File: config.mk
export PLATFORM = sky130hd
export DESIGN_NAME = pipe_skid_reg
export DESIGN_NICKNAME = d
export VERILOG_FILES = /design/src/rtl/pipe_skid_reg_pkg.sv /design/src/rtl/pipe_skid_reg_sat_cnt.sv /design/src/rtl/pipe_skid_reg.sv
export SDC_FILE = /design/constraint.sdc
export NUM_CORES = 1
export LEC_CHECK = 0
export BUFFER_PORTS_ARGS = -buffer_cell sky130_fd_sc_hd__buf_4
export CORE_ASPECT_RATIO = 0.5
export CORE_MARGIN = 8
export CORE_UTILIZATION = 59
export CTS_CLUSTER_DIAMETER = 30
export CTS_CLUSTER_SIZE = 30
export DETAILED_ROUTE_END_ITERATION = 10
export PLACE_DENSITY = 0.85
export SLEW_MARGIN = 15
export SYNTH_ARGS = -nofsm -noshare
export SYNTH_HDL_FRONTEND = slang
export SYNTH_HIERARCHICAL = 1
export SYNTH_SLANG_ARGS = --single-unit
export TNS_END_PERCENT = 5
File: constraint.sdc
create_clock -name clk_i -period 4.9 [get_ports clk_i]
set_input_delay 0.98 -clock clk_i [delete_from_list [all_inputs] [get_ports clk_i]]
set_output_delay 0.98 -clock clk_i [all_outputs]
set_load 0.02 [all_outputs]
File: src/rtl/pipe_skid_reg_pkg.sv
// Shared types and constants for the two-entry pipeline skid register.
// Holds the occupancy state encoding and the bit positions inside the control field.
package pipe_skid_reg_pkg;

  typedef enum logic [1:0] {
    EMPTY = 2'd0,
    ONE   = 2'd1,
    TWO   = 2'd2
  } state_t;

  localparam int CTRL_REGWRITE = 0;
  localparam int CTRL_MEMTOREG = 1;

endpackage

File: src/rtl/pipe_skid_reg_sat_cnt.sv
// Saturating up-counter with synchronous clear and asynchronous active-low reset.
// Clear wins over increment; the count sticks at all-ones instead of wrapping.
module pipe_sat_cnt #(
  parameter int W = 8
) (
  input  logic         clk,
  input  logic         rst_n,
  input  logic         clr,
  input  logic         inc,
  output logic [W-1:0] cnt
);

  logic [W-1:0] cnt_reg;

  always_ff @(posedge clk or negedge rst_n) begin
    if (!rst_n) begin
      cnt_reg <= '0;
    end else if (clr) begin
      cnt_reg <= '0;
    end else if (inc && (cnt_reg != '1)) begin
      cnt_reg <= cnt_reg + 1'b1;
    end
  end

  assign cnt = cnt_reg;

endmodule

File: src/rtl/pipe_skid_reg.sv
// Two-entry pipeline register (main + skid) with registered ready, flush and a
// saturating count of cycles the head was stalled by downstream.
module pipe_skid_reg
  import pipe_skid_reg_pkg::*;
#(
  parameter int DATA_W = 32,
  parameter int RD_W   = 5,
  parameter int CTRL_W = 2,
  parameter int CNT_W  = 8
) (
  input  logic              clk_i,
  input  logic              start_i,
  input  logic              flush_i,
  input  logic              in_valid_i,
  output logic              in_ready_o,
  input  logic [CTRL_W-1:0] ctrl_i,
  input  logic [DATA_W-1:0] dataa_i,
  input  logic [DATA_W-1:0] datab_i,
  input  logic [RD_W-1:0]   rd_i,
  output logic              out_valid_o,
  input  logic              out_ready_i,
  output logic [CTRL_W-1:0] ctrl_o,
  output logic [DATA_W-1:0] dataa_o,
  output logic [DATA_W-1:0] datab_o,
  output logic [RD_W-1:0]   rd_o,
  output logic [CNT_W-1:0]  stall_cnt_o
);

  state_t              state_reg, state_next;
  logic                in_ready_reg, out_valid_reg;
  logic [CTRL_W-1:0]   main_ctrl_reg, skid_ctrl_reg;
  logic [DATA_W-1:0]   main_dataa_reg, skid_dataa_reg;
  logic [DATA_W-1:0]   main_datab_reg, skid_datab_reg;
  logic [RD_W-1:0]     main_rd_reg, skid_rd_reg;
  logic                accept, pop;
  logic                load_main, load_skid, move_skid;

  assign accept = in_valid_i & in_ready_reg;
  assign pop    = out_valid_reg & out_ready_i;

  always_comb begin
    state_next = state_reg;
    load_main  = 1'b0;
    load_skid  = 1'b0;
    move_skid  = 1'b0;
    if (flush_i) begin
      state_next = EMPTY;
    end else begin
      case (state_reg)
        EMPTY: begin
          if (accept) begin
            state_next = ONE;
            load_main  = 1'b1;
          end
        end
        ONE: begin
          if (accept && pop) begin
            load_main = 1'b1;
          end else if (accept) begin
            state_next = TWO;
            load_skid  = 1'b1;
          end else if (pop) begin
            state_next = EMPTY;
          end
        end
        TWO: begin
          // ready is low in TWO, so only a pop can happen here
          if (pop) begin
            state_next = ONE;
            move_skid  = 1'b1;
          end
        end
        default: state_next = EMPTY;
      endcase
    end
  end

  always_ff @(posedge clk_i or negedge start_i) begin
    if (!start_i) begin
      state_reg      <= EMPTY;
      in_ready_reg   <= 1'b1;
      out_valid_reg  <= 1'b0;
      main_ctrl_reg  <= '0;
      main_dataa_reg <= '0;
      main_datab_reg <= '0;
      main_rd_reg    <= '0;
      skid_ctrl_reg  <= '0;
      skid_dataa_reg <= '0;
      skid_datab_reg <= '0;
      skid_rd_reg    <= '0;
    end else begin
      state_reg     <= state_next;
      in_ready_reg  <= (state_next != TWO);
      out_valid_reg <= (state_next != EMPTY);
      if (load_main) begin
        main_ctrl_reg  <= ctrl_i;
        main_dataa_reg <= dataa_i;
        main_datab_reg <= datab_i;
        main_rd_reg    <= rd_i;
      end else if (move_skid) begin
        main_ctrl_reg  <= skid_ctrl_reg;
        main_dataa_reg <= skid_dataa_reg;
        main_datab_reg <= skid_datab_reg;
        main_rd_reg    <= skid_rd_reg;
      end
      if (load_skid) begin
        skid_ctrl_reg  <= ctrl_i;
        skid_dataa_reg <= dataa_i;
        skid_datab_reg <= datab_i;
        skid_rd_reg    <= rd_i;
      end
    end
  end

  // A bubble must never assert RegWrite/MemtoReg; data fields just keep their last value.
  assign ctrl_o      = out_valid_reg ? main_ctrl_reg : '0;
  assign dataa_o     = main_dataa_reg;
  assign datab_o     = main_datab_reg;
  assign rd_o        = main_rd_reg;
  assign in_ready_o  = in_ready_reg;
  assign out_valid_o = out_valid_reg;

  pipe_sat_cnt #(
    .W(CNT_W)
  ) u_stall_cnt (
    .clk   (clk_i),
    .rst_n (start_i),
    .clr   (flush_i),
    .inc   (out_valid_reg & ~out_ready_i & ~flush_i),
    .cnt   (stall_cnt_o)
  );

endmodule

# Word level (Yosys, flattened, before mapping)
# Cells that the tools add are included.
dict set report classes {
  n_addsub 1
  eq_ne 4
  muxes 28
  n_bitwise 6
  reduce_logical 6
}
# operator n
set op_table {}
lappend op_table {{$mux 32} 4}
lappend op_table {{$mux 2} 9}
lappend op_table {{$mux 8} 2}
lappend op_table {{$mux 5} 2}
lappend op_table {{$mux 1} 9}
lappend op_table {{$add 8x1->8 const B} 1}
lappend op_table {{$ne 8x8->1 const B} 1}
lappend op_table {{$pmux 2 s3} 1}
lappend op_table {{$reduce_bool 2->1} 3}
lappend op_table {{$and 1x1->1} 4}
lappend op_table {{$eq 2x1->1 const B} 1}
lappend op_table {{$eq 2x2->1 const B} 1}
lappend op_table {{$logic_and 1x1->1} 2}
lappend op_table {{$logic_not 2->1} 1}
lappend op_table {{$ne 2x2->1 const B} 1}
lappend op_table {{$not 1->1} 2}
lappend op_table {{$pmux 1 s2} 1}
dict set report word_totals {
  reg_bits 154
  output_inout_bits 81
  word_cells 57
}

# Depth between registers and ports, before layout
dict set report depth {
  word_depth 7
  mapped_depth 8
  ltp_nobuf 5
}

# Cells and area by module
# Netlist, hierarchy kept.
# module n_inst cells_each area_per_inst_um2
set modules_own_cells {}
lappend modules_own_cells {pipe_skid_reg 1 594 6847.8}
lappend modules_own_cells {pipe_sat_cnt 1 49 464.2}

# Worst setup path before layout
# Ideal clock, no wire load.
dict set report synth_path {
  path_kind {input to register}
  start {in flush_i}
  end {reg u_stall_cnt.cnt_reg[7], in the netlist u_stall_cnt/cnt[7]}
  setup_ns 0.094
  t_arrival_ns 2.325
  required_ns 4.806
  setup_slack_ns 2.481
  cell_stages 8
  n_path_buf 3
  cell_sequence {nor2b_1 > buf_2 > buf_2 > and2_1 > buf_2 > nand3_1 > or3_1 > a211oi_1}
}
dict set report synth_between {
  elab_chain_cells 4
  word_cells_on_any_way 5
  classes_between {1 x mux; 2 x bitwise; 2 x reduce/logical}
}
# element line_no
set synth_rtl {}
lappend synth_rtl {{start: declaration} pipe_skid_reg.sv:13} ;# input logic flush_i,
lappend synth_rtl {{$not 1->1} pipe_skid_reg.sv:129} ;# .inc (out_valid_reg & ~out_ready_i & ~flush_i),
lappend synth_rtl {{$and 1x1->1} pipe_skid_reg.sv:129}
lappend synth_rtl {{$logic_and 1x1->1} pipe_skid_reg_sat_cnt.sv:20} ;# end else if (inc && (cnt_reg != '1)) begin
lappend synth_rtl {{$reduce_bool 2->1 (no source line)} --}
lappend synth_rtl {{end signal: assignment} pipe_skid_reg_sat_cnt.sv:21} ;# cnt_reg <= cnt_reg + 1'b1;
lappend synth_rtl {{end: declaration} pipe_skid_reg_sat_cnt.sv:13} ;# logic [W-1:0] cnt_reg;
# Several ways; a longest one is shown, not always the timed one.
# A chain may end at the register's enable or synchronous reset.

# Worst setup path after layout
dict set report layout_path {
  start {in out_ready_i}
  end {reg main_dataa_reg[16], in the netlist dataa_o[16]}
}
dict set report layout_between {
  elab_chain_cells 6
  word_cells_on_any_way 10
  classes_between {7 x mux; 1 x bitwise; 2 x reduce/logical}
}
# element line_no
set layout_rtl {}
lappend layout_rtl {{start: declaration} pipe_skid_reg.sv:21} ;# input logic out_ready_i,
lappend layout_rtl {{$and 1x1->1 *} pipe_skid_reg.sv:39} ;# assign pop = out_valid_reg & out_ready_i;
lappend layout_rtl {{$logic_and 1x1->1} pipe_skid_reg.sv:57} ;# if (accept && pop) begin
lappend layout_rtl {{$mux 1} pipe_skid_reg.sv:57}
lappend layout_rtl {{$pmux 1 s2} pipe_skid_reg.sv:49} ;# case (state_reg)
lappend layout_rtl {{$mux 1} pipe_skid_reg.sv:46} ;# if (flush_i) begin
lappend layout_rtl {{$mux 32 / $reduce_bool 2->1 (equally long branches)} --}
lappend layout_rtl {{end signal: assignment} pipe_skid_reg.sv:97} ;# main_dataa_reg <= dataa_i;
lappend layout_rtl {{end signal: assignment} pipe_skid_reg.sv:102} ;# main_dataa_reg <= skid_dataa_reg;
lappend layout_rtl {{end: declaration} pipe_skid_reg.sv:32} ;# logic [DATA_W-1:0] main_dataa_reg, skid_dataa_reg;
# Every way passes the cells marked *; elsewhere a longest branch is shown, timed or not.

==> impl_metrics.json <==
{
  "finalHoldViolCount": 0,
  "ys_warn_count": 6,
  "worstSetupPathDepth": 6,
  "async_flop_share_pct": 100,
  "die-height_um": 94.7,
  "muxShareOfSynthArea_pct": 15.0,
  "tns_ns": 0,
  "gr-usage-all-layers_pct": 25.3,
  "dr.first_iter.drc_count": 654,
  "wl_mm": 20.7,
  "core_area_sq_um": 11900,
  "synth-edff-count": 0,
  "diodes": 0,
  "path_delay_family": "buffers and inverters",
  "cts_root_buf": "clkbuf_16",
  "yosys.area_share.adder_pct": 0.171,
  "vias": 6166,
  "synth-seq-cells": 154,
  "crit_buf_inv": 4,
  "critPathKind": "in -> reg",
  "drc_errors": 0,
  "ir_worst_vdd_mv": 0.261,
  "hold_path_depth": 1,
  "cts_sinks": 154,
  "rr_worst_depth": 4,
  "rrSetupSlack_ns": 2.42,
  "finalCritPeriodShare_pct": 54.1,
  "synth_top_family_by_area": "multiplexers",
  "post_cts_buffers": 0,
  "clock_latency_ns": 0.42,
  "rr_startpoint": "state_reg[1]$_DFF_PN0_",
  "syn_nets": 720,
  "holdCritPathClass": "reg -> reg",
  "cts_tree": "done",
  "synth_area_per_cell_sq_um": 11.4,
  "leakage_nw": 3.99,
  "syn2layout_area_growth_pct": 23.5,
  "maxSlewHeadroom_pct": 23.5,
  "grt_max_degree": 119,
  "io_buffers": 156,
  "dpl_cell_area_sq_um": 8450,
  "power.density_nw_per_um2": 533,
  "rows": 28,
  "slew_violations": 0,
  "skew_ns": 0.0108,
  "synthCells": 643,
  "path_max_fanout": 75,
  "num-nets-final": 833,
  "synth_cell_types": 41,
  "cts_buffers": 17,
  "cpPeakStageDelay_ns": 0.66,
  "io_pins": 157,
  "start_util_pct": 61.2,
  "worstReg2RegEnd": "dataa_o[16]$_DFFE_PN0P_",
  "crit_arrival_ns": 2.92,
  "cts_max_path_buffers": 2,
  "vias_per_cell": 6.60,
  "synthSimpleGateAreaFrac_pct": 14.4,
  "grt_overflow": 0,
  "drive_gt1_share_pct": 36.8,
  "crit_path_top_delay_cell": "buf_4",
  "gp_congestion": 0.785,
  "path_cells": "buf_4 -> buf_4 -> inv_2 -> buf_4 -> o21ai_0 -> a31oi_1",
  "synth_xor_area_share_pct": 0.120,
  "dieArea_sq_um": 16400,
  "antenna_left": 0,
  "grt_pass1_wl_mm": 34.1,
  "hp-start": "skid_datab_reg[20]$_DFFE_PN0P_",
  "htreeDepth": 4,
  "final_cell_area_sq_um": 9030,
  "critPathLaunchType": "input pin",
  "grt_pass1_vias": 6500,
  "required_ns": 5.17,
  "wl_per_cell_um": 22.2,
  "status": "completed",
  "final_cell_mix": "buf_4, dfrtp_1, nor3_1",
  "period_needed_ns": 2.65,
  "synthFlopType": "dfrtp_1",
  "crit_path_end_kind": "register",
  "antenna_found_initial": 0,
  "path_clk_slew_ns": 0.07,
  "hold_end": "skid_datab_reg[20]$_DFFE_PN0P_",
  "max_freq_mhz": 377,
  "dieWidth_um": 173,
  "synth_area_sq_um": 7310,
  "dpl.cell_count": 902,
  "synth_compound_area_share_pct": 12.3,
  "firstDrtPassIters": 5,
  "crit_top_cell": "buf_4",
  "final_common_cell": "buf_4",
  "final_cells": 934,
  "setup_viol": 0,
  "cts_hold_buffers": 0,
  "maxCapViolCount": 0,
  "dp_hpwl_mm": 12.0,
  "rsz0062_at_grt": "false",
  "worst_slew_pin_slew_ns": 1.14,
  "synth-seq-area-share_pct": 52.7,
  "post_cts_resized": 0
}
routing by layer:
layer	part of all wire [%]	routed length (um)	vias to the layer above	global-route usage (%)
li1	-	-	2676	-
met1	41	8540	3118	32.6
met2	50	10400	331	42.2
met3	6.7	1390	41	5.14
met4	2.0	406	0	10.5
met5	0	0	-	0
cell usage after synthesis, types with 2 or more instances:
master	number	area (sq um)
nand4_1	72	450
buf_6	7	78.8
nor3_1	75	375
nor2_1	3	11.3
nor2b_1	5	31.3
nand4bb_1	2	22.5
mux2_4	70	1050
buf_2	33	165
o21ai_0	72	360
nor3b_1	2	15.0
dfrtp_1	153	3830
a211oi_1	2	15.0
inv_1	3	11.3
nand2b_1	4	25.0
a21oi_1	3	15.0
and2_1	3	18.8
mux2_2	3	33.8
a31oi_1	72	450
nand3_1	3	15.0
clkbuf_2	8	40.0
clkbuf_1	24	90.1
nand2_1	5	18.8
metrics by stage:
step                util (%)  hold slack [ns]  total power [mW]  setup WS (ns)
CTS                     75.6            0.514              4.82           2.32
detailed placement      70.7            0.492              3.50           1.90
floorplan                  -            0.480              2.93           2.48
finish                  75.6            0.515              4.82           2.25
global route            75.6            0.522              5.03           2.08
global placement        70.7            0.489              3.44           1.99
cell type report:
type	instances	area, sq um
clock inverter	14	138
fill	779	2920
multi-input combinational	414	3130
clock buffer	18	439
tap	165	206
inverter	3	11.3
timing repair buffer	166	1250
sequential	154	3850
cell families (layout without fill, tap and decap cells):
family | count (synthesis) | in the layout
and+or+nand+nor | 182 | 182
buffers and inverters | 75 | 201
DFF | 154 | 154
xor gates and xnor gates | 1 | 1
AOI/OAI and AO/OA | 156 | 156
adders and majority gates | 1 | 1
muxes | 74 | 74
report_power, final:
part	leakage, nW	internal, mW	switching (mW)
combinational	1.91	0.777	0.688
sequential	1.80	1.75	0.307
clock	0.277	0.725	0.568
total	3.99	3.25	1.56
worst max path at each step:
stage                                     endpoint         from  slack (ns)
finish                     dataa_o[16]$_DFFE_PN0P_  out_ready_i        2.25
global route        u_stall_cnt/cnt[5]$_DFFE_PN0P_  out_ready_i        2.08
detailed placement  u_stall_cnt/cnt[7]$_DFFE_PN0P_  out_ready_i        1.90
floorplan           u_stall_cnt/cnt[7]$_DFFE_PN0P_      flush_i        2.48
global placement    skid_datab_reg[20]$_DFFE_PN0P_      flush_i        1.99
CTS                        dataa_o[18]$_DFFE_PN0P_  out_ready_i        2.32
Note: power is estimated with default switching activity, not from simulation.
